$ cat config.mk
export PLATFORM = sky130hd
export DESIGN_NAME = cpl_resp_arbiter
export DESIGN_NICKNAME = d
export VERILOG_FILES = /design/src/rtl/cpl_resp_arbiter_pkg.sv /design/src/rtl/cpl_resp_arbiter.sv
export SDC_FILE = /design/constraint.sdc
export NUM_CORES = 1
export LEC_CHECK = 0
export CAP_MARGIN = 20
export CORE_AREA = 4 4 41 43
export DETAILED_ROUTE_END_ITERATION = 7
export DIE_AREA = 0 0 45 47
export DONT_BUFFER_PORTS = 1
export MAX_ROUTING_LAYER = met4
export PLACE_DENSITY = 0.72
export SLEW_MARGIN = 20
export SYNTH_ARGS = -nofsm -noshare
export SYNTH_HDL_FRONTEND = slang
export SYNTH_SLANG_ARGS = --single-unit
$ cat constraint.sdc
create_clock -name i_clk -period 5.6 [get_ports i_clk]
set_clock_uncertainty 0.2 [all_clocks]
set_input_delay 0.56 -clock i_clk [delete_from_list [all_inputs] [get_ports i_clk]]
set_output_delay 0.56 -clock i_clk [all_outputs]
set_load 0.005 [all_outputs]
$ cat src/rtl/cpl_resp_arbiter_pkg.sv
// Shared bridge encodings: completion channel select and arbiter state codes.
// The select encoding is common with the AXI-to-PCIe completion mapping logic.
package cpl_resp_arbiter_pkg;

    localparam logic READ_RESP  = 1'b0;
    localparam logic WRITE_RESP = 1'b1;

    localparam logic [1:0] ST_IDLE  = 2'b00;
    localparam logic [1:0] ST_GNT_R = 2'b01;
    localparam logic [1:0] ST_GNT_B = 2'b10;

endpackage

$ cat src/rtl/cpl_resp_arbiter.sv
// Weighted round-robin share of the completion generator between the R and B
// response-info FIFOs; grant is locked for the life of each completion.
module cpl_resp_arbiter
    import cpl_resp_arbiter_pkg::*;
#(
    parameter int R_WEIGHT  = 4,
    parameter int B_WEIGHT  = 1,
    parameter int CNT_WIDTH = 3
) (
    input  logic i_clk,
    input  logic i_rst,
    input  logic i_RVALID_fifo,
    input  logic i_BVALID_fifo,
    input  logic i_cpl_info_inc,
    output logic o_channel_sel,
    output logic o_cpl_valid,
    output logic o_r_ch_read_info_inc,
    output logic o_b_ch_read_inc,
    output logic o_grant_r,
    output logic o_grant_b,
    output logic o_protocol_err
);

    // One extra bit so burst_cnt+1 can reach a weight of 2^CNT_WIDTH.
    localparam logic [CNT_WIDTH:0] W_R = (CNT_WIDTH+1)'(R_WEIGHT);
    localparam logic [CNT_WIDTH:0] W_B = (CNT_WIDTH+1)'(B_WEIGHT);

    logic [1:0]           r_state;
    logic [CNT_WIDTH-1:0] r_burst_cnt;
    logic                 r_last_served;
    logic                 r_channel_sel;
    logic                 r_protocol_err;

    logic                 w_gnt_r;
    logic                 w_gnt_b;
    logic                 w_x_valid;
    logic                 w_y_valid;
    logic                 w_consume;
    logic                 w_x_ch;
    logic                 w_y_ch;
    logic [1:0]           w_y_state;
    logic [CNT_WIDTH:0]   w_cnt_inc;
    logic [CNT_WIDTH:0]   w_weight;
    logic                 w_expired;

    assign w_gnt_r   = (r_state == ST_GNT_R);
    assign w_gnt_b   = (r_state == ST_GNT_B);
    assign w_x_valid = (w_gnt_r & i_RVALID_fifo) | (w_gnt_b & i_BVALID_fifo);
    assign w_y_valid = w_gnt_r ? i_BVALID_fifo : i_RVALID_fifo;
    assign w_consume = i_cpl_info_inc & w_x_valid;
    assign w_x_ch    = w_gnt_b ? WRITE_RESP : READ_RESP;
    assign w_y_ch    = w_gnt_r ? WRITE_RESP : READ_RESP;
    assign w_y_state = w_gnt_r ? ST_GNT_B : ST_GNT_R;
    assign w_cnt_inc = {1'b0, r_burst_cnt} + {{CNT_WIDTH{1'b0}}, 1'b1};
    assign w_weight  = w_gnt_r ? W_R : W_B;
    assign w_expired = (w_cnt_inc >= w_weight);

    always_ff @(posedge i_clk) begin
        if (i_rst) begin
            r_state        <= ST_IDLE;
            r_burst_cnt    <= '0;
            r_last_served  <= WRITE_RESP;
            r_channel_sel  <= READ_RESP;
            r_protocol_err <= 1'b0;
        end else begin
            if (i_cpl_info_inc && !w_consume) begin
                r_protocol_err <= 1'b1;
            end
            case (r_state)
                ST_IDLE: begin
                    if (i_RVALID_fifo && (!i_BVALID_fifo || r_last_served == WRITE_RESP)) begin
                        r_state       <= ST_GNT_R;
                        r_burst_cnt   <= '0;
                        r_channel_sel <= READ_RESP;
                    end else if (i_BVALID_fifo) begin
                        r_state       <= ST_GNT_B;
                        r_burst_cnt   <= '0;
                        r_channel_sel <= WRITE_RESP;
                    end
                end
                ST_GNT_R, ST_GNT_B: begin
                    if (w_consume) begin
                        r_last_served <= w_x_ch;
                        if (!w_expired) begin
                            r_burst_cnt <= w_cnt_inc[CNT_WIDTH-1:0];
                        end else begin
                            // Weight spent: hand over directly if the other side waits.
                            r_burst_cnt <= '0;
                            if (w_y_valid) begin
                                r_state       <= w_y_state;
                                r_channel_sel <= w_y_ch;
                            end
                        end
                    end else if (!w_x_valid) begin
                        if (w_y_valid) begin
                            r_state       <= w_y_state;
                            r_burst_cnt   <= '0;
                            r_channel_sel <= w_y_ch;
                        end else begin
                            r_state <= ST_IDLE;
                        end
                    end
                end
                default: begin
                    r_state <= ST_IDLE;
                end
            endcase
        end
    end

    assign o_grant_r            = w_gnt_r;
    assign o_grant_b            = w_gnt_b;
    assign o_cpl_valid          = w_x_valid;
    assign o_channel_sel        = r_channel_sel;
    assign o_protocol_err       = r_protocol_err;
    // Pops are suppressed in a reset cycle so nothing is lost from the FIFOs.
    assign o_r_ch_read_info_inc = w_gnt_r & w_consume & ~i_rst;
    assign o_b_ch_read_inc      = w_gnt_b & w_consume & ~i_rst;

endmodule

After elaboration in Yosys (flattened, before gate mapping)
Cells that the tools add are included.
- add/sub/neg operators: 1
- order comparisons: 1
- equal/unequal tests: 7
- muxes and demuxes: 27
- bitwise logic cells: 9
- reductions and logical operators: 12
- operator list (operator ; number):
    $mux 3 ; 7
    $mux 2 ; 8
    $ne 3x3->1 const B ; 5
    $reduce_and 4->1 ; 3
    $mux 1 ; 9
    $and 1x1->1 ; 7
    $pmux 3 s2 ; 1
    $add 3x1->4 const B ; 1
    $ge 4x3->1 ; 1
    $pmux 2 s2 ; 1
    $eq 2x1->1 const B ; 1
    $eq 2x2->1 const B ; 1
    $logic_and 1x1->1 ; 2
    $logic_not 1->1 ; 2
    $logic_not 2->1 ; 1
    $pmux 1 s2 ; 1
    $reduce_and 2->1 ; 1
    $reduce_bool 2->1 ; 1
    $reduce_or 2->1 ; 1
    $logic_or 1x1->1 ; 1
    $not 1->1 ; 1
    $or 1x1->1 ; 1
- bits in registers: 8
- input port bits: 5
- output and inout port bits: 7
- logic and storage cells: 62

Logic depth before layout (Yosys ltp)
- depth in word-level cells: 6
- mapped depth: 10
- gate-level depth less buffers: 9

Worst setup path after synthesis
Ideal clock, no wire load.
- kind: register to register
- start point: register r_state[1]
- end point: register r_burst_cnt[2]
- library setup time: 0.059 ns
- arrival time: 2.125 ns
- required time: 5.341 ns
- setup slack: 3.216 ns
- cell stages (with the launch flop): 11
- path buffers: 1
- clock period less this slack: 2.384 ns
- cells stage by stage: dfxtp_1 > inv_1 > ha_1 > buf_6 > inv_1 > ha_1 > or3b_1 > a21oi_1 > nand2_1 > nor4b_1 > a221o_1
- word-level cells in the longest chain between the ends: 6
- elaborated cells between the ends (all ways): 19
- those cells by class: 1 x order compare; 5 x eq/ne; 5 x mux; 4 x bitwise; 4 x reduce/logical
- RTL lines (what ; RTL line ; text):
    start: declaration ; cpl_resp_arbiter.sv:28 ; logic [1:0] r_state;
    start signal: assignment ; cpl_resp_arbiter.sv:90 ; r_state <= w_y_state;
    start signal: assignment ; cpl_resp_arbiter.sv:96 ; r_state <= w_y_state;
    $eq 2x1->1 (*) ; cpl_resp_arbiter.sv:46 ; assign w_gnt_r = (r_state == ST_GNT_R);
    net o_grant_r ; cpl_resp_arbiter.sv:19 ; output logic o_grant_r,
    $mux 3 / $and 1x1->1 (equally long branches) ; cpl_resp_arbiter.sv:55, cpl_resp_arbiter.sv:48 ;
    $ge 4x3->1 / $or 1x1->1 (equally long branches) ; cpl_resp_arbiter.sv:56, cpl_resp_arbiter.sv:48 ;
    $mux 3 / $and 1x1->1 (equally long branches) ; cpl_resp_arbiter.sv:84, cpl_resp_arbiter.sv:50 ;
    $mux 3 / $ne 3x3->1 (equally long branches) ; - ;
    $pmux 3 s2 / $reduce_and 4->1 (equally long branches) ; - ;
    end signal: assignment ; cpl_resp_arbiter.sv:85 ; r_burst_cnt <= w_cnt_inc[CNT_WIDTH-1:0];
    end: declaration ; cpl_resp_arbiter.sv:29 ; logic [CNT_WIDTH-1:0] r_burst_cnt;
The timed path passes the listed nets; every way through them passes the cells marked *.
A chain may end at the register's enable or synchronous reset.

Worst setup path in the final report
Same ends and word-level chain as after synthesis.

==> reports/results.txt <==
asr flop ratio synth - 0
post-route antenna net violation count - 0
Yosys cell types - 38
layout cells sized above 1 - 0.1250
Slowest cell on crit path - ha_1
Layout Nets - 94
top cells by area, synth - dfxtp_1 (23%), ha_1 (13%), a21oi_1 (4.4%)
FF+latch count, synth - 8
IO Pins - 12
synthesized net count - 92
Core Region - 1301 µm²
Power Density - 316.6 nW/µm²
Critical Path, Cell by Cell - inv_1 -> ha_1 -> inv_1 -> ha_1 -> or3b_1 -> a21oi_1 -> nand2_1 -> nor4b_1 -> a221o_1
Fin. Hold Viols - 0
Reg power frac - 0.321
post-layout instance area - 700.7 µm²
Worst Tran Pin Value - 0.4437 ns
post-DP HPWL - 1.103 mm
predominant post-synthesis flop cell - dfxtp_1
Req. time, crit path - 5.60 ns
Post-CTS Hold Buffers - 0
Final Cycle Share - 0.4809
Peak VDD IR - 0.0001557 V
Ys Warns - 0
worst stage delay on the critical path - 0.40 ns
WL final - 1.433 mm
Die H - 47 µm
Root Buffer - clkbuf_4
Worst Path Max Fanout - 10
Fin Hold WS - 0.1656 ns
Pwr Total - 221.8 µW
WL/cell - 15.08 µm
WP data arrival - 2.70 ns
die area - 2115 µm²
final setup fails - 0
Hold Crit Class - primary input to flop
area leader, netlist - dfxtp_1
post-synthesis cell count - 80
Netlist Area Pre-Place - 681.9 µm²
number of gates resized after CTS - 0
Synth Area in XOR/XNOR - 0.01284
setup_tns - 0 ns
syn avg cell area - 8.524 µm²
htree depth - 1
combinational share of power - 0.483
initial antenna violation count - 0
largest family of logic cells by synthesized area - compound AO/OA/AOI/OAI gates
Max Cap Viol - 0
sequential-to-total area share from yosys stat - 0.2349
DR pass1 iterations - 4
Tmin final - 2.693 ns
via/cell ratio - 6.379
clk buf depth - 2
Compound-Gate Fraction of Synth Area - 0.2752
Post-synth EDFFs - 0
FMAX - 0.3714 GHz
Net Sw Frac - 0.3990
multiplexer share of the synthesized area - 0.03119
Worst setup EP type - flop
fin. max-slew vios - 0
gpl congestion - 0.8688
Startpoint Class - flop
Lkg Pwr - 0.2907 nW
RSZ-0062 raised after global routing - no
clock power share - 0.197
status - complete, no violations
post-synth top area share - 0.2349
die width - 45 µm
Post-Synth Simple-Gate Area - 0.2569
CTS Buf Count - 3
Tot GR Track Use - 0.1710
Area after DPL - 678.2 µm²
number of global-route vias before repair - 575
total gr overflow - 0
adder-cell share of the synthesized area - 0.1284
Area growth syn-to-layout - 2.752%
Fill cells - 120
number of antenna repair diodes - 0
net switching power - 88.51 µW
global-route wire length before repair - 2.546 mm
DRC viols - 0
number of port buffers - 0
Slew HR - 0.7001
critical setup path kind - flop to flop
maximum number of pins on one net before global-route repair - 13
Setup Fix Bufs, Post-CTS - 0
# rows - 13
Starting Density - 0.5240
CTS tree - built
Via Count - 606
Skew-Pair Late Insertion Delay - 0.25 ns
clock-pin transition on the worst setup and hold timing paths - 0.06 ns
drt initial violations - 13
clock sink count - 8
Int Power - 133.3 µW
==> metrics by stage <==
stage | utilization | cells | setup WS [ns]
finish | 0.5385 | 95 | 2.907
global route | 0.5385 | 95 | 2.604
global placement | 0.5212 | 92 | 2.989
floorplan | - | 80 | 3.216
CTS | 0.5385 | 95 | 2.907
detailed placement | 0.5212 | 92 | 2.905
==> sequential cells by signal (all words and copies together) (netlist names) <==
name            count
o_protocol_err      1
r_state             2
r_burst_cnt         3
r_last_served       1
o_channel_sel       1
==> placed cells by master (no fill, tap or decap), types with 2 or more instances in the layout <==
master	instances
nor2_1	7
a22o_1	2
dfxtp_1	8
a31o_2	2
o21ai_0	2
ha_1	7
nand2_1	5
a21oi_1	6
nor4b_1	2
clkbuf_4	3
nand3b_1	2
inv_1	4
a31oi_1	3
nand2b_1	3
nor2b_1	3
==> cell usage after synthesis, drive strengths merged, types with 2 or more instances <==
cell type  count
a211oi         2
a21oi          6
a22o           2
a31o           2
a31oi          3
buf            2
dfxtp          8
ha             7
inv            5
nand2          5
nand2b         3
nand3b         2
nor2           7
nor2b          3
nor4b          2
o21ai          2
==> per-layer routing <==
| layer | vias up | part of all wire | track usage |
|---|---|---|---|
| li1 | 305 | - | - |
| met1 | 280 | 0.48 | 0.2202 |
| met2 | 16 | 0.45 | 0.2458 |
| met3 | 5 | 0.056 | 0.04981 |
| met4 | 0 | 0.015 | 0.07602 |
| met5 | - | 0 | - |
==> final cells by class <==
class | instances | area (µm²) | share of cell area
multi-input cells | 64 | 480.5 | 0.6857
inverters | 5 | 18.77 | 0.02679
clock buffers | 3 | 22.52 | 0.03214
well taps | 15 | 18.77 | 0.02679
flip-flops and latches | 8 | 160.2 | 0.2286
==> critical path: cells and delay by family, from the launching register on <==
kind,cells,cell delay [ns]
simple gates,3,0.76
fa+ha+maj,2,0.71
compound gates,2,0.41
flops,1,0.33
buf+inv,2,0.23
==> path summary, 6_finish.rpt <==
kind                                                   from                           to  slack, ns  cells after the start
worst max-delay path                r_state[1]$_SDFFE_PP0P_  r_burst_cnt[2]$_SDFFE_PP0P_       2.91                      9
worst min-delay path                                  i_rst   o_channel_sel$_SDFFE_PP0P_       0.17                      1
worst max register to register      r_state[1]$_SDFFE_PP0P_  r_burst_cnt[2]$_SDFFE_PP0P_       2.91                      9
worst min register to register  o_protocol_err$_SDFFE_PP0P_  o_protocol_err$_SDFFE_PP0P_       0.31                      2
==> power by group through the flow <==
stage          Clock [mW]  Combinational (mW)  Sequential (mW)
3_5_place_dp            0               0.106           0.0726
4_1_cts            0.0455               0.106           0.0714
3_3_place_gp            0               0.104           0.0723
6_report           0.0436               0.107           0.0711
2_1_floorplan           0              0.0925           0.0711
5_1_grt            0.0479               0.120           0.0726
==> cells by family (layout without fill, tap and decap cells) <==
logic type / after synthesis / in the layout
fa+ha+maj: 7 / 7
buf+inv: 8 / 8
mux: 2 / 2
simple gates: 30 / 30
xor+xnor: 1 / 1
flops: 8 / 8
compound gates: 24 / 24
No activity file was read; power rests on OpenSTA's default activity.
